`config.mk`:
```
export PLATFORM = sky130hd
export DESIGN_NAME = writeback_stage_flat
export DESIGN_NICKNAME = d
export VERILOG_FILES = /design/src/rtl/rv_pkg.sv /design/src/rtl/writeback_stage_if.sv /design/src/rtl/load_extend.sv /design/src/rtl/writeback_stage.sv /design/src/flat_wrapper.sv
export SDC_FILE = /design/constraint.sdc
export NUM_CORES = 1
export LEC_CHECK = 0
export BUFFER_PORTS_ARGS = -buffer_cell sky130_fd_sc_hd__buf_2
export CAP_MARGIN = 20
export CORE_MARGIN = 2
export CORE_UTILIZATION = 40
export DETAILED_ROUTE_END_ITERATION = 8
export GPL_TIMING_DRIVEN = 0
export HOLD_SLACK_MARGIN = 0.12
export PLACE_DENSITY = 0.71
export SETUP_SLACK_MARGIN = 0.15
export SKIP_LAST_GASP = 1
export SLEW_MARGIN = 15
export SYNTH_ARGS = -nofsm -noshare
export SYNTH_HDL_FRONTEND = slang
export SYNTH_SLANG_ARGS = --single-unit
export TNS_END_PERCENT = 100
```
`constraint.sdc`:
```
create_clock -name clk -period 2.63 [get_ports clk]
set_clock_uncertainty 0.05 [all_clocks]
set_input_delay 0.1315 -clock clk [delete_from_list [all_inputs] [get_ports clk]]
set_output_delay 0.1315 -clock clk [all_outputs]
set_load 0.02 [all_outputs]
```
`src/rtl/rv_pkg.sv`:
```
// Shared definitions for the writeback stage: load funct3 encodings and
// the writeback FSM state type.
package rv_pkg;

  localparam logic [2:0] LB  = 3'd0;
  localparam logic [2:0] LH  = 3'd1;
  localparam logic [2:0] LW  = 3'd2;
  localparam logic [2:0] LD  = 3'd3;
  localparam logic [2:0] LBU = 3'd4;
  localparam logic [2:0] LHU = 3'd5;
  localparam logic [2:0] LWU = 3'd6;

  typedef enum logic [1:0] {
    IDLE      = 2'd0,
    ECALL_REQ = 2'd1,
    ECALL_WB  = 2'd2
  } wb_state_t;

endpackage

```
`src/rtl/writeback_stage_if.sv`:
```
// Bundle between memory stage / ecall handler (master) and the writeback
// stage (slave), including the register-file and retirement outputs.
interface writeback_stage_if #(
  parameter int XLEN  = 64,
  parameter int PC_W  = 32,
  parameter int CNT_W = 64
);
  logic             in_valid;
  logic [XLEN-1:0]  in_data;
  logic [4:0]       in_rd;
  logic             in_ld_or_alu;
  logic [2:0]       in_ld_funct3;
  logic [2:0]       in_addr_lo;
  logic [PC_W-1:0]  in_pc;
  logic             in_is_ecall;
  logic [XLEN-1:0]  ecall_ret;
  logic             ecall_ack;
  logic             wb_stall;
  logic             rf_wr_en;
  logic [4:0]       rf_wr_addr;
  logic [XLEN-1:0]  rf_wr_data;
  logic             sb_clear_en;
  logic [4:0]       sb_clear_idx;
  logic             ecall_req;
  logic [PC_W-1:0]  ecall_pc;
  logic [PC_W-1:0]  retired_pc;
  logic [CNT_W-1:0] retired_cnt;

  modport master (
    output in_valid, in_data, in_rd, in_ld_or_alu, in_ld_funct3, in_addr_lo,
           in_pc, in_is_ecall, ecall_ret, ecall_ack,
    input  wb_stall, rf_wr_en, rf_wr_addr, rf_wr_data, sb_clear_en,
           sb_clear_idx, ecall_req, ecall_pc, retired_pc, retired_cnt
  );

  modport slave (
    input  in_valid, in_data, in_rd, in_ld_or_alu, in_ld_funct3, in_addr_lo,
           in_pc, in_is_ecall, ecall_ret, ecall_ack,
    output wb_stall, rf_wr_en, rf_wr_addr, rf_wr_data, sb_clear_en,
           sb_clear_idx, ecall_req, ecall_pc, retired_pc, retired_cnt
  );
endinterface

```
`src/rtl/load_extend.sv`:
```
// Combinational load alignment: shift the addressed byte lane down, then
// sign- or zero-extend per funct3. Unused funct3 behaves as LD.
module load_extend
  import rv_pkg::*;
#(
  parameter int XLEN = 64
) (
  input  logic [XLEN-1:0] data_i,
  input  logic [2:0]      addr_lo_i,
  input  logic [2:0]      funct3_i,
  output logic [XLEN-1:0] data_o
);

  logic [XLEN-1:0] lane;

  // Misaligned offsets are deliberately not trapped; the shift is applied as-is.
  assign lane = data_i >> {addr_lo_i, 3'b000};

  always_comb begin
    data_o = lane;
    case (funct3_i)
      LB:      data_o = {{(XLEN-8){lane[7]}},   lane[7:0]};
      LH:      data_o = {{(XLEN-16){lane[15]}}, lane[15:0]};
      LW:      data_o = {{(XLEN-32){lane[31]}}, lane[31:0]};
      LBU:     data_o = {{(XLEN-8){1'b0}},      lane[7:0]};
      LHU:     data_o = {{(XLEN-16){1'b0}},     lane[15:0]};
      LWU:     data_o = {{(XLEN-32){1'b0}},     lane[31:0]};
      default: data_o = lane;
    endcase
  end

endmodule

```
`src/rtl/writeback_stage.sv`:
```
// Final pipeline stage: registered register-file writes, scoreboard clears,
// retirement tracking and a blocking ecall handshake that stalls upstream.
module writeback_stage
  import rv_pkg::*;
#(
  parameter int XLEN          = 64,
  parameter int PC_W          = 32,
  parameter int CNT_W         = 64,
  parameter int ECALL_RET_REG = 10
) (
  input  logic              clk,
  input  logic              rst,
  writeback_stage_if.slave  bus
);

  wb_state_t        state_q, state_d;
  logic             rf_wr_en_q, rf_wr_en_d;
  logic [4:0]       rf_wr_addr_q, rf_wr_addr_d;
  logic [XLEN-1:0]  rf_wr_data_q, rf_wr_data_d;
  logic [PC_W-1:0]  ecall_pc_q, ecall_pc_d;
  logic [PC_W-1:0]  retired_pc_q, retired_pc_d;
  logic [CNT_W-1:0] retired_cnt_q, retired_cnt_d;
  logic [XLEN-1:0]  ext_data;

  load_extend #(.XLEN(XLEN)) u_load_extend (
    .data_i    (bus.in_data),
    .addr_lo_i (bus.in_addr_lo),
    .funct3_i  (bus.in_ld_funct3),
    .data_o    (ext_data)
  );

  always_comb begin
    state_d       = state_q;
    rf_wr_en_d    = 1'b0;
    rf_wr_addr_d  = '0;
    rf_wr_data_d  = '0;
    ecall_pc_d    = ecall_pc_q;
    retired_pc_d  = retired_pc_q;
    retired_cnt_d = retired_cnt_q;
    case (state_q)
      IDLE: begin
        if (bus.in_valid && bus.in_is_ecall) begin
          state_d    = ECALL_REQ;
          ecall_pc_d = bus.in_pc;
        end else if (bus.in_valid) begin
          rf_wr_en_d    = (bus.in_rd != 5'd0);
          rf_wr_addr_d  = bus.in_rd;
          rf_wr_data_d  = bus.in_ld_or_alu ? ext_data : bus.in_data;
          retired_pc_d  = bus.in_pc;
          retired_cnt_d = retired_cnt_q + CNT_W'(1);
        end
      end
      ECALL_REQ: begin
        // The write flops double as the ecall_ret latch, so the a0 write
        // appears exactly in the ECALL_WB cycle.
        if (bus.ecall_ack) begin
          state_d       = ECALL_WB;
          rf_wr_en_d    = 1'b1;
          rf_wr_addr_d  = 5'(ECALL_RET_REG);
          rf_wr_data_d  = bus.ecall_ret;
          retired_pc_d  = ecall_pc_q;
          retired_cnt_d = retired_cnt_q + CNT_W'(1);
        end
      end
      ECALL_WB: state_d = IDLE;
      default:  state_d = IDLE;
    endcase
  end

  always_ff @(posedge clk or negedge rst) begin
    if (!rst) begin
      state_q       <= IDLE;
      rf_wr_en_q    <= 1'b0;
      rf_wr_addr_q  <= '0;
      rf_wr_data_q  <= '0;
      ecall_pc_q    <= '0;
      retired_pc_q  <= '0;
      retired_cnt_q <= '0;
    end else begin
      state_q       <= state_d;
      rf_wr_en_q    <= rf_wr_en_d;
      rf_wr_addr_q  <= rf_wr_addr_d;
      rf_wr_data_q  <= rf_wr_data_d;
      ecall_pc_q    <= ecall_pc_d;
      retired_pc_q  <= retired_pc_d;
      retired_cnt_q <= retired_cnt_d;
    end
  end

  assign bus.wb_stall     = (state_q != IDLE);
  assign bus.ecall_req    = (state_q == ECALL_REQ);
  assign bus.ecall_pc     = ecall_pc_q;
  assign bus.rf_wr_en     = rf_wr_en_q;
  assign bus.rf_wr_addr   = rf_wr_addr_q;
  assign bus.rf_wr_data   = rf_wr_data_q;
  assign bus.sb_clear_en  = rf_wr_en_q;
  assign bus.sb_clear_idx = rf_wr_addr_q;
  assign bus.retired_pc   = retired_pc_q;
  assign bus.retired_cnt  = retired_cnt_q;

endmodule

```
`src/flat_wrapper.sv`:
```
// flat-port wrapper written by rule: the top's interface ports become plain ports
module writeback_stage_flat import rv_pkg::*;
#(
  parameter int XLEN          = 64,
  parameter int PC_W          = 32,
  parameter int CNT_W         = 64,
  parameter int ECALL_RET_REG = 10
)
  (clk, rst, bus_in_valid, bus_in_data, bus_in_rd, bus_in_ld_or_alu, bus_in_ld_funct3, bus_in_addr_lo, bus_in_pc, bus_in_is_ecall, bus_ecall_ret, bus_ecall_ack, bus_wb_stall, bus_rf_wr_en, bus_rf_wr_addr, bus_rf_wr_data, bus_sb_clear_en, bus_sb_clear_idx, bus_ecall_req, bus_ecall_pc, bus_retired_pc, bus_retired_cnt);
  writeback_stage_if #(.XLEN(XLEN), .PC_W(PC_W), .CNT_W(CNT_W)) bus_i ();
  input  logic clk;
  input  logic rst;
  input wire logic [$bits(bus_i.in_valid)-1:0] bus_in_valid;
  input wire logic [$bits(bus_i.in_data)-1:0] bus_in_data;
  input wire logic [$bits(bus_i.in_rd)-1:0] bus_in_rd;
  input wire logic [$bits(bus_i.in_ld_or_alu)-1:0] bus_in_ld_or_alu;
  input wire logic [$bits(bus_i.in_ld_funct3)-1:0] bus_in_ld_funct3;
  input wire logic [$bits(bus_i.in_addr_lo)-1:0] bus_in_addr_lo;
  input wire logic [$bits(bus_i.in_pc)-1:0] bus_in_pc;
  input wire logic [$bits(bus_i.in_is_ecall)-1:0] bus_in_is_ecall;
  input wire logic [$bits(bus_i.ecall_ret)-1:0] bus_ecall_ret;
  input wire logic [$bits(bus_i.ecall_ack)-1:0] bus_ecall_ack;
  output wire logic [$bits(bus_i.wb_stall)-1:0] bus_wb_stall;
  output wire logic [$bits(bus_i.rf_wr_en)-1:0] bus_rf_wr_en;
  output wire logic [$bits(bus_i.rf_wr_addr)-1:0] bus_rf_wr_addr;
  output wire logic [$bits(bus_i.rf_wr_data)-1:0] bus_rf_wr_data;
  output wire logic [$bits(bus_i.sb_clear_en)-1:0] bus_sb_clear_en;
  output wire logic [$bits(bus_i.sb_clear_idx)-1:0] bus_sb_clear_idx;
  output wire logic [$bits(bus_i.ecall_req)-1:0] bus_ecall_req;
  output wire logic [$bits(bus_i.ecall_pc)-1:0] bus_ecall_pc;
  output wire logic [$bits(bus_i.retired_pc)-1:0] bus_retired_pc;
  output wire logic [$bits(bus_i.retired_cnt)-1:0] bus_retired_cnt;
  assign bus_i.in_valid = bus_in_valid;
  assign bus_i.in_data = bus_in_data;
  assign bus_i.in_rd = bus_in_rd;
  assign bus_i.in_ld_or_alu = bus_in_ld_or_alu;
  assign bus_i.in_ld_funct3 = bus_in_ld_funct3;
  assign bus_i.in_addr_lo = bus_in_addr_lo;
  assign bus_i.in_pc = bus_in_pc;
  assign bus_i.in_is_ecall = bus_in_is_ecall;
  assign bus_i.ecall_ret = bus_ecall_ret;
  assign bus_i.ecall_ack = bus_ecall_ack;
  assign bus_wb_stall = bus_i.wb_stall;
  assign bus_rf_wr_en = bus_i.rf_wr_en;
  assign bus_rf_wr_addr = bus_i.rf_wr_addr;
  assign bus_rf_wr_data = bus_i.rf_wr_data;
  assign bus_sb_clear_en = bus_i.sb_clear_en;
  assign bus_sb_clear_idx = bus_i.sb_clear_idx;
  assign bus_ecall_req = bus_i.ecall_req;
  assign bus_ecall_pc = bus_i.ecall_pc;
  assign bus_retired_pc = bus_i.retired_pc;
  assign bus_retired_cnt = bus_i.retired_cnt;
  writeback_stage #(.XLEN(XLEN), .PC_W(PC_W), .CNT_W(CNT_W), .ECALL_RET_REG(ECALL_RET_REG)) u_core (.clk(clk), .rst(rst), .bus(bus_i));
endmodule
```
Word-level counts from Yosys, hierarchy flattened
Cells that the tools add are included.
{ "op_classes": {"n_reduce_logical": 9, "n_eq_ne": 10, "addsub": 1, "mux": 25, "order_cmp": 0, "bitwise": 0, "shifts": 1, "div": 0, "multipliers": 0} }
{ "op_table": {"columns": ["op", "count"], "rows": [
  ["$mux 64", 7],
  ["$pmux 64 s6", 1],
  ["$pmux 64 s2", 2],
  ["$mux 32", 3],
  ["$add 64x1->64 const B", 1],
  ["$pmux 32 s2", 1],
  ["$shr 64x6->64", 1],
  ["$mux 5", 2],
  ["$pmux 5 s2", 1],
  ["$eq 3x3->1 const B", 3],
  ["$ne 2x2->1 const B", 3],
  ["$reduce_bool 5->1", 1],
  ["$mux 2", 2],
  ["$mux 4", 1],
  ["$pmux 2 s2", 1],
  ["$reduce_and 2->1", 2],
  ["$reduce_and 4->1", 1],
  ["$reduce_bool 2->1", 2],
  ["$eq 3x1->1 const B", 1],
  ["$eq 3x2->1 const B", 1],
  ["$logic_not 3->1", 1],
  ["$mux 1", 3],
  ["$eq 2x1->1 const B", 1],
  ["$logic_not 2->1", 1],
  ["other kinds (3)", 3]
]} }
{ "totals": {"latchBits": 0, "ff_bits": 200, "n_memories": 0, "word_cells": 53, "output_inout_bits": 206, "ramBits": 0, "in_bits": 177, "mem_bits_ro": 0} }

Logic depth before layout (Yosys ltp)
Gate-level depths: netlist of run 1.
{ "logic_depth": {"depth_word": 6, "mapped_depth": 8, "mapped_depth_nobuf": 6} }

By module
From an unflattened synthesis of run 1, not the netlist that was laid out.
{ "hier_totals": {"hier_cells": 1107, "area_unflattened_um2": 11338.4} }
{ "modules_own_cells": {"columns": ["mod", "cells_each", "seq_area_each_um2", "n_inst", "area_per_inst_um2"], "rows": [
  ["writeback_stage", 814, 5004.8, 1, 8999.9],
  ["load_extend", 293, 0.0, 1, 2338.5]
]} }

Worst setup path before layout of run 1
OpenSTA, ideal clock, no wires.
{ "synth_timing": {"kind": "flip-flop to flip-flop", "startpoint": "register u_core.retired_cnt_q[8], in the netlist u_core.bus.retired_cnt[8]", "endpoint": "register u_core.retired_cnt_q[32], in the netlist u_core.bus.retired_cnt[32]", "required_ns": 2.500, "setup_ns": 0.080, "n_path_buf": 1, "stages_incl_launch_ff": 7, "period_less_slack_ns": 2.193, "setup_slack_ns": 0.437, "arrival_ns": 2.064, "cell_sequence": "dfrtp_1 -> nand3_1 -> or3_1 -> or4_1 -> clkbuf_1 -> nor2_1 -> xor2_1"} }
{ "synth_via": {"elab_chain_len": 4, "word_cells_on_any_way": 5, "classes_between": "add/sub (1); mux (4)"} }
{ "synth_rtl": {"columns": ["item", "line_no", "source"], "rows": [
  ["start: declaration", "writeback_stage.sv:22", "logic [CNT_W-1:0] retired_cnt_q, retired_cnt_d;"],
  ["start signal: assignment", "writeback_stage.sv:86", "retired_cnt_q <= retired_cnt_d;"],
  ["$add 64x1->64 (*)", "writeback_stage.sv:50, writeback_stage.sv:62", null],
  ["$mux 64", "writeback_stage.sv:45", "end else if (bus.in_valid) begin"],
  ["$mux 64", "writeback_stage.sv:42", "if (bus.in_valid && bus.in_is_ecall) begin"],
  ["$pmux 64 s2 (*)", "writeback_stage.sv:40", "case (state_q)"]
]} }
Mark *: on every way between the ends. The rest lies on a longest branch, timed or not. The select of a mux whose other input is x is not followed.
A chain may end at the register's enable or synchronous reset.

Worst setup path in the final report of run 1
{ "layout_timing": {"startpoint": "register u_core.state_q[1]", "endpoint": "register u_core.rf_wr_data_q[1], in the netlist u_core.bus.rf_wr_data[1]"} }
{ "layout_via": {"elab_chain_len": 2, "word_cells_on_any_way": 3, "classes_between": "eq/ne (1); mux (1); reduce/logical (1)"} }
{ "layout_rtl": {"columns": ["item", "line_no", "source"], "rows": [
  ["start: declaration", "writeback_stage.sv:16", "wb_state_t state_q, state_d;"],
  ["start signal: assignment", "writeback_stage.sv:80", "state_q <= state_d;"],
  ["$eq 2x1->1 or $logic_not 2->1 (tied branches)", "writeback_stage.sv:40", null],
  ["$pmux 64 s2 (*)", "writeback_stage.sv:40", null],
  ["net u_core.rf_wr_data_d[1]", "writeback_stage.sv:19", "logic [XLEN-1:0] rf_wr_data_q, rf_wr_data_d;"],
  ["end signal: assignment", "writeback_stage.sv:83", "rf_wr_data_q <= rf_wr_data_d;"],
  ["end: declaration", "writeback_stage.sv:19", null]
]} }
Mark *: on every way through the listed nets, which the timed path passes. The rest lies on a longest branch.

==> key figures, run 1 <==
Layout
  • Layout Area Growth over Synthesis: 45.95%
  • Total number of nets in the final design: 1,744
  • Number of fillers in the final layout: 2,231
  • Highest-count cells in the layout ignoring fill and taps: buf_2, dfrtp_1, dlygate4sd3_1
  • Final Cell Area: 15,260 sq um
  • Share of post-route cells with drive strength above 1: 0.3414
  • Leading cell type in the layout, fill and taps excluded: buf_2

Setup path
  • Type of the setup path with the least slack: flop to flop
  • Largest fanout on the critical path: 10
  • Type of origin of the critical path: flop
  • Required time of the worst setup path: 2.95 ns
  • Crit path capture type: flop
  • Arrival time reported for the critical path endpoint: 2.75 ns

Power and ir drop
  • Switching Power: 3.563 mW
  • VDD IR max: 0.0004885 V
  • Clock network power share: 0.298
  • Sequential share of power: 0.400
  • Static Leakage: 7.424 nW
  • Power density over cell area: 626.1 nW/um^2
  • Sw Share: 0.3728
  • Comb pwr share: 0.302
  • Int Pwr: 5.994 mW

Clock tree
  • CTS H-tree depth: 4
  • CTS Sinks: 200
  • Inserted Clock Buffers: 17
  • Clk buf depth: 2
  • Clock network latency to the later pin of the worst-skew pair: 0.44 ns
  • Clock-pin transition on the worst setup and hold timing paths: 0.09 ns
  • CTS tree: built
  • Clock root buffer master: clkbuf_16

Global route
  • Via count of the first global-routing pass: 10,950
  • Overall fraction of global-route tracks in use: 0.3005
  • Global-route wire length before repair: 64.42 mm
  • Largest net degree at the start of global routing: 81
  • Initial antenna violation count: 4
  • Remaining global-route overflow: 0

Detailed routing
  • Avg Vias per Cell: 5.652
  • Number of routed nets with antenna violations: 0
  • Total wire length: 42.08 mm
  • Via total after detailed routing: 10,830
  • Initial drt markers: 861
  • DRC violations left: 0
  • Drt wl/cell: 21.96 um
  • Number of search-and-repair iterations in the first detailed-routing pass: 5

Timing
  • Slew of the pin with the lowest slew margin: 0.8942 ns
  • Achievable clock frequency: 0.4112 GHz
  • Final Hold Vio Count: 0
  • Post-layout minimum cycle time: 2.432 ns
  • RSZ-0062 raised after global routing: true
  • Post-route clock period utilization: 0.9247
  • Headroom to the max-slew limit: 0.4016
  • Final-report setup violation count: 0
  • Final Max Tran Viols: 0
  • Worst hold margin: 0.1351 ns

Synth
  • Most area-consuming cells after synthesis: dfrtp_1, mux2i_1, nand2_1, mux2_2, o21ai_0
  • Post-synthesis cell count: 994
  • Post-synth EDFFs: 0
  • Cell area after synthesis: 10,460 sq um
  • Synth cell types: 63
  • Synthesized flop and latch total: 200
  • Post-synthesis sequential area ratio: 0.4785
  • Syn_area_per_cell: 10.52 sq um
  • Area leader, netlist: dfrtp_1
  • Prevailing post-synth register cell: dfrtp_1
  • Post-Synthesis Net Count: 1,172
  • Share of flip-flops with an asynchronous set or reset: 1.000
  • Portion of synthesized cell area occupied by the leading cell type: 0.4785
  • Warnings from Yosys: 0

Placement
  • GP Congestion: 0.9636
  • HPWL reported at the end of detailed placement: 30.60 mm
  • IO Port Bufs: 381
  • Placed Area: 12,850 sq um

Worst hold path
  • Hold/Removal Path Class: primary input to async pin

Floorplanning
  • Height of the die: 165.7 um
  • I/O pin count: 383
  • Starting density of the core: 0.4048
  • Chip Width: 165.7 um
  • Floorplan die area: 27,460 sq um
  • Core Footprint: 25,840 sq um
  • Standard-cell rows: 59

Run
  • Number of max-cap violations: 0

Run status
  • Outcome: finished, final reports clean
cells in the mapped netlist, types with 4 or more instances:
cell type,count
dfrtp_1,200
nand2_1,134
o21ai_0,89
mux2i_1,59
nor2_1,51
clkbuf_1,46
mux2_2,44
xnor2_1,33
xor2_1,30
a211oi_1,27
nand3_1,27
a221o_1,25
nor4_1,19
nor2b_1,17
mux4_2,16
a22oi_1,15
nor3_1,15
inv_1,14
nand4_1,14
a22o_1,9
and2_1,8
buf_2,8
buf_4,8
o211ai_1,8
o2bb2ai_1,8
a222oi_1,7
a221oi_1,6
a2bb2oi_1,5
and3_1,4
layer usage:
layer / wire [um] / global-route usage
met5: 27 / 0
met4: 1885 / 0.1278
met3: 3458 / 0.06858
met2: 20520 / 0.5050
met1: 16190 / 0.3733
timing repair:
item,CTS,global route
buffers inserted,6,3
hold buffers,160,0
resized for setup,8,22
pin swaps,2,4
endpoints found under the setup margin,94,43
hold endpoints to repair,272,0
cell type report:
class / count / area (sq um) / share of cell area
clock inverter: 15 / 217.7 / 0.01426
sequential: 200 / 5005 / 0.3279
clock buffer: 17 / 425.4 / 0.02787
buffer: 66 / 317.8 / 0.02082
tap: 335 / 419.2 / 0.02746
antenna: 2 / 5.005 / 0.0003279
inverter: 17 / 63.81 / 0.004180
timing repair buffer: 553 / 3646 / 0.2389
multi-input combinational: 711 / 5165 / 0.3384
per-stage QoR:
stage                     std cells  TNS [ns]  setup slack [ns]    util  total power, mW
after CTS                      1910         0            0.1617  0.5871            9.590
after global placement         1710   -414.49            -2.048  0.4948            6.450
after detailed placement       1712    -12.24           -0.4045  0.4973            6.525
after floorplan                 994         0            0.4366       -            5.337
after global routing           1915         0            0.1043  0.5907            9.963
final                          1916         0            0.1981  0.5908            9.557
kinds of logic after synthesis:
family	share of synthesized area
AOI/OAI and AO/OA	0.1500
xor gates and xnor gates	0.05276
adders and majority gates	0.001196
buffers and inverters	0.03505
DFF	0.4785
muxes	0.1383
and+or+nand+nor	0.1442
critical path: stages (launching register included):
cell           delay (ns)
dfrtp_1              0.44
or4b_4               0.63
buf_1                0.34
o21ai_0              0.30
dlygate4sd3_1        0.59
power by group through the flow:
stage	logic [mW]	clock network, mW	registers (mW)
CTS	2.86	2.91	3.81
floorplan	0.929	0	4.41
global placement	2.61	0	3.84
finish	2.88	2.85	3.82
global route	3.06	3.03	3.88
detailed placement	2.65	0	3.87
flip-flops by register name (all words and copies together) (netlist names):
name / cells
u_core.bus.retired_pc: 32
u_core.bus.rf_wr_data: 64
u_core.bus.retired_cnt: 64
u_core.bus.rf_wr_en: 1
u_core.bus.ecall_pc: 32
u_core.bus.rf_wr_addr: 5
u_core.state_q: 2
worst paths after layout:
| kind | cells after the start | slack [ns] | endpoint | start |
|---|---|---|---|---|
| setup / recovery | 4 | 0.20 | u_core.bus.rf_wr_data[1] | u_core.state_q[1] |
| min in group clk | 3 | 0.15 | u_core.bus.rf_wr_data[33] | bus_in_data[33] |
| setup reg to reg | 4 | 0.20 | u_core.bus.rf_wr_data[1] | u_core.state_q[1] |
| hold reg to reg | 2 | 0.43 | u_core.bus.retired_pc[29] | u_core.bus.retired_pc[29] |
| max in group asynchronous | 4 | 1.30 | u_core.bus.ecall_pc[30] | rst |
| hold / removal | 2 | 0.14 | u_core.bus.rf_wr_data[0] | rst |
Note: power is estimated with default switching activity, not from simulation.
==> inputs of run 2 (changes only) <==
==> constraint.sdc (replaced) <==
create_clock -name clk -period 2.86 [get_ports clk]
set_clock_uncertainty 0.05 [all_clocks]
set_input_delay 0.143 -clock clk [delete_from_list [all_inputs] [get_ports clk]]
set_output_delay 0.143 -clock clk [all_outputs]
set_load 0.02 [all_outputs]
==> run 2 against run 1 <==
  * Wire length is 1.3% lower
  * Critical path depth grew 5
  * First-iteration DRC count decreased by 7.3%
  * Total power fell by 8.2%
  * Hold slack better by 0.014 ns
  * Critical endpoint is now u_core.bus.rf_wr_data[31]
  * Largest power group unchanged
==> key figures, run 2 (synthesized netlist as in run 1, its figures left out) <==
Floorplanning
  • Starting density of the core: 0.4048
  • I/O pin count: 383
  • Floorplan die area: 27,460 sq um
  • Height of the die: 165.7 um
  • Chip Width: 165.7 um
  • Core Footprint: 25,840 sq um
  • Standard-cell rows: 59

Clock tree
  • CTS H-tree depth: 4
  • CTS tree: built
  • Clk buf depth: 2
  • Clock network latency to the later pin of the worst-skew pair: 0.44 ns
  • Clock root buffer master: clkbuf_16
  • Inserted Clock Buffers: 17
  • Clock-pin transition on the worst setup and hold timing paths: 0.09 ns
  • CTS Sinks: 200

Placement
  • HPWL reported at the end of detailed placement: 30.60 mm
  • IO Port Bufs: 381
  • GP Congestion: 0.9636
  • Cell count after placement: 1,712

Setup path
  • Critical register-to-register path endpoint: u_core.bus.rf_wr_data[40]
  • Required time of the worst setup path: 3.13 ns
  • Ordered cell list for the critical path: dlygate4sd3_1 -> buf_2 -> mux2i_1 -> a2bb2oi_1 -> and4_1 -> clkbuf_1 -> nor2_1 -> o211ai_1 -> dlygate4sd3_1
  • CP Buf/Inv Count: 4
  • Critical path's top delay family: buffers and inverters
  • Type of origin of the critical path: primary input
  • Type of the setup path with the least slack: primary input to flop
  • R2R setup slack: 0.28 ns
  • Startpoint of the worst register-to-register path: u_core.state_q[0]
  • Slowest library cell on the worst path: nor2_1
  • Crit path capture type: flop
  • Count of cells along the worst register-to-register path: 6
  • Largest fanout on the critical path: 7
  • CP most frequent cell: dlygate4sd3_1
  • Arrival time reported for the critical path endpoint: 2.96 ns
  • Peak per-stage delay on the critical path: 0.69 ns

Layout
  • Number of fillers in the final layout: 2,263
  • Total number of nets in the final design: 1,739
  • Share of post-route cells with drive strength above 1: 0.3316
  • Storage cell area: 5005 sq um
  • Highest-count cells in the layout ignoring fill and taps: buf_2, dfrtp_1, dlygate4sd3_1
  • Leading cell type in the layout, fill and taps excluded: buf_2
  • Multi-input logic area: 5112 sq um
  • Layout Area Growth over Synthesis: 44.95%
  • Fin cells: 1,911

Timing
  • RSZ-0062 raised after global routing: true
  • Slew of the pin with the lowest slew margin: 0.8558 ns
  • Achievable clock frequency: 0.3718 GHz
  • Post-layout minimum cycle time: 2.689 ns
  • Final Max Tran Viols: 0
  • Final-report setup violation count: 0
  • Headroom to the max-slew limit: 0.4274
  • Post-route clock period utilization: 0.9403
  • Worst hold margin: 0.1491 ns
  • Final Hold Vio Count: 0

Detailed routing
  • Total wire length: 41.53 mm
  • Drt wl/cell: 21.73 um
  • Highest layer used for signal routing: met5
  • Amount of wire on met2 after detailed routing: 20.34 mm
  • Number of routed nets with antenna violations: 0
  • Post-route met1 wirelength: 16.13 mm
  • DRC violations left: 0
  • Metal3 WL: 3.201 mm
  • Via total after detailed routing: 10,700
  • Avg Vias per Cell: 5.598
  • Initial drt markers: 798
  • Number of search-and-repair iterations in the first detailed-routing pass: 6

Power and ir drop
  • Power density over cell area: 579.0 nW/um^2
  • Static Leakage: 7.377 nW
  • VDD IR max: 0.0004487 V

Global route
  • Overall fraction of global-route tracks in use: 0.2972
  • Largest net degree at the start of global routing: 81
  • Initial antenna violation count: 5
  • Remaining global-route overflow: 0
  • Via count of the first global-routing pass: 10,860
  • Global-route wire length before repair: 63.74 mm

Run status
  • Outcome: finished, final reports clean

Worst hold path
  • Hold/Removal Path Class: primary input to async pin

Run
  • Number of max-cap violations: 0
[run 2: final cells by class]
class                           instances  share of cell area
Antenna cell                            2           0.0003301
Sequential cell                       200              0.3301
Multi-Input combinational cell        711              0.3372
Buffer                                 66             0.02014
Inverter                               17            0.004209
Clock inverter                         15             0.01436
Timing Repair Buffer                  548              0.2379
Clock buffer                           17             0.02806
Tap cell                              335             0.02765
[run 2: per-stage QoR]
step / TNS [ns] / total power [mW] / worst slack (ns) / util / cell area [sq um]
finish: 0 / 8.777 / 0.1707 / 0.5867 / 15160
floorplan: 0 / 4.908 / 0.6666 / - / 10460
detailed placement: -1.743 / 6.000 / -0.1745 / 0.4973 / 12850
global route: 0 / 9.157 / 0.09269 / 0.5866 / 15160
CTS: 0 / 8.818 / 0.1726 / 0.5851 / 15120
global placement: -362.21 / 5.931 / -1.830 / 0.4948 / 12780
[run 2: worst max-delay path by stage]
| stage | start | end | slack (ns) | depth (start not counted) |
|---|---|---|---|---|
| final | bus_in_data[15] | u_core.bus.rf_wr_data[31] | 0.17 | 9 |
| after detailed placement | u_core.state_q[0] | u_core.bus.rf_wr_data[22] | -0.17 | 5 |
| after global placement | rst | u_core.bus.retired_pc[28] | -1.83 | 1 |
| after global routing | bus_in_data[15] | u_core.bus.rf_wr_data[17] | 0.09 | 10 |
| after CTS | u_core.state_q[0] | u_core.bus.rf_wr_data[14] | 0.17 | 6 |
| after floorplan | u_core.bus.retired_cnt[8] | u_core.bus.retired_cnt[32] | 0.67 | 6 |
[run 2: metal layers]
metal / GRT usage / vias up
li1: - / 4776
met1: 0.3647 / 5191
met2: 0.5015 / 589
met3: 0.07431 / 135
met4: 0.1225 / 6
met5: 0 / -
[run 2: report_power, final]
group	total, mW	internal, mW	leakage (nW)	switching [mW]
combinational	2.64	1.03	4.47	1.61
clock	2.62	1.24	0.310	1.38
sequential	3.51	3.24	2.59	0.273
[run 2: worst register-to-register path, delay by kind of cell, from the launching register on]
kind,cells,cell delay (ns)
simple gates,2,1.01
buf+inv,2,0.71
flops,1,0.44
compound gates,2,0.27
[run 2: timing repair]
| item | 4_1_cts | 5_1_grt |
|---|---|---|
| endpoints found under the setup margin | 65 | 16 |
| setup buffers | 2 | 3 |
| hold buffers | 159 | 0 |
| resized for setup | 4 | 2 |
| endpoints found under the hold margin | 272 | 0 |
| pin swaps | 0 | 1 |
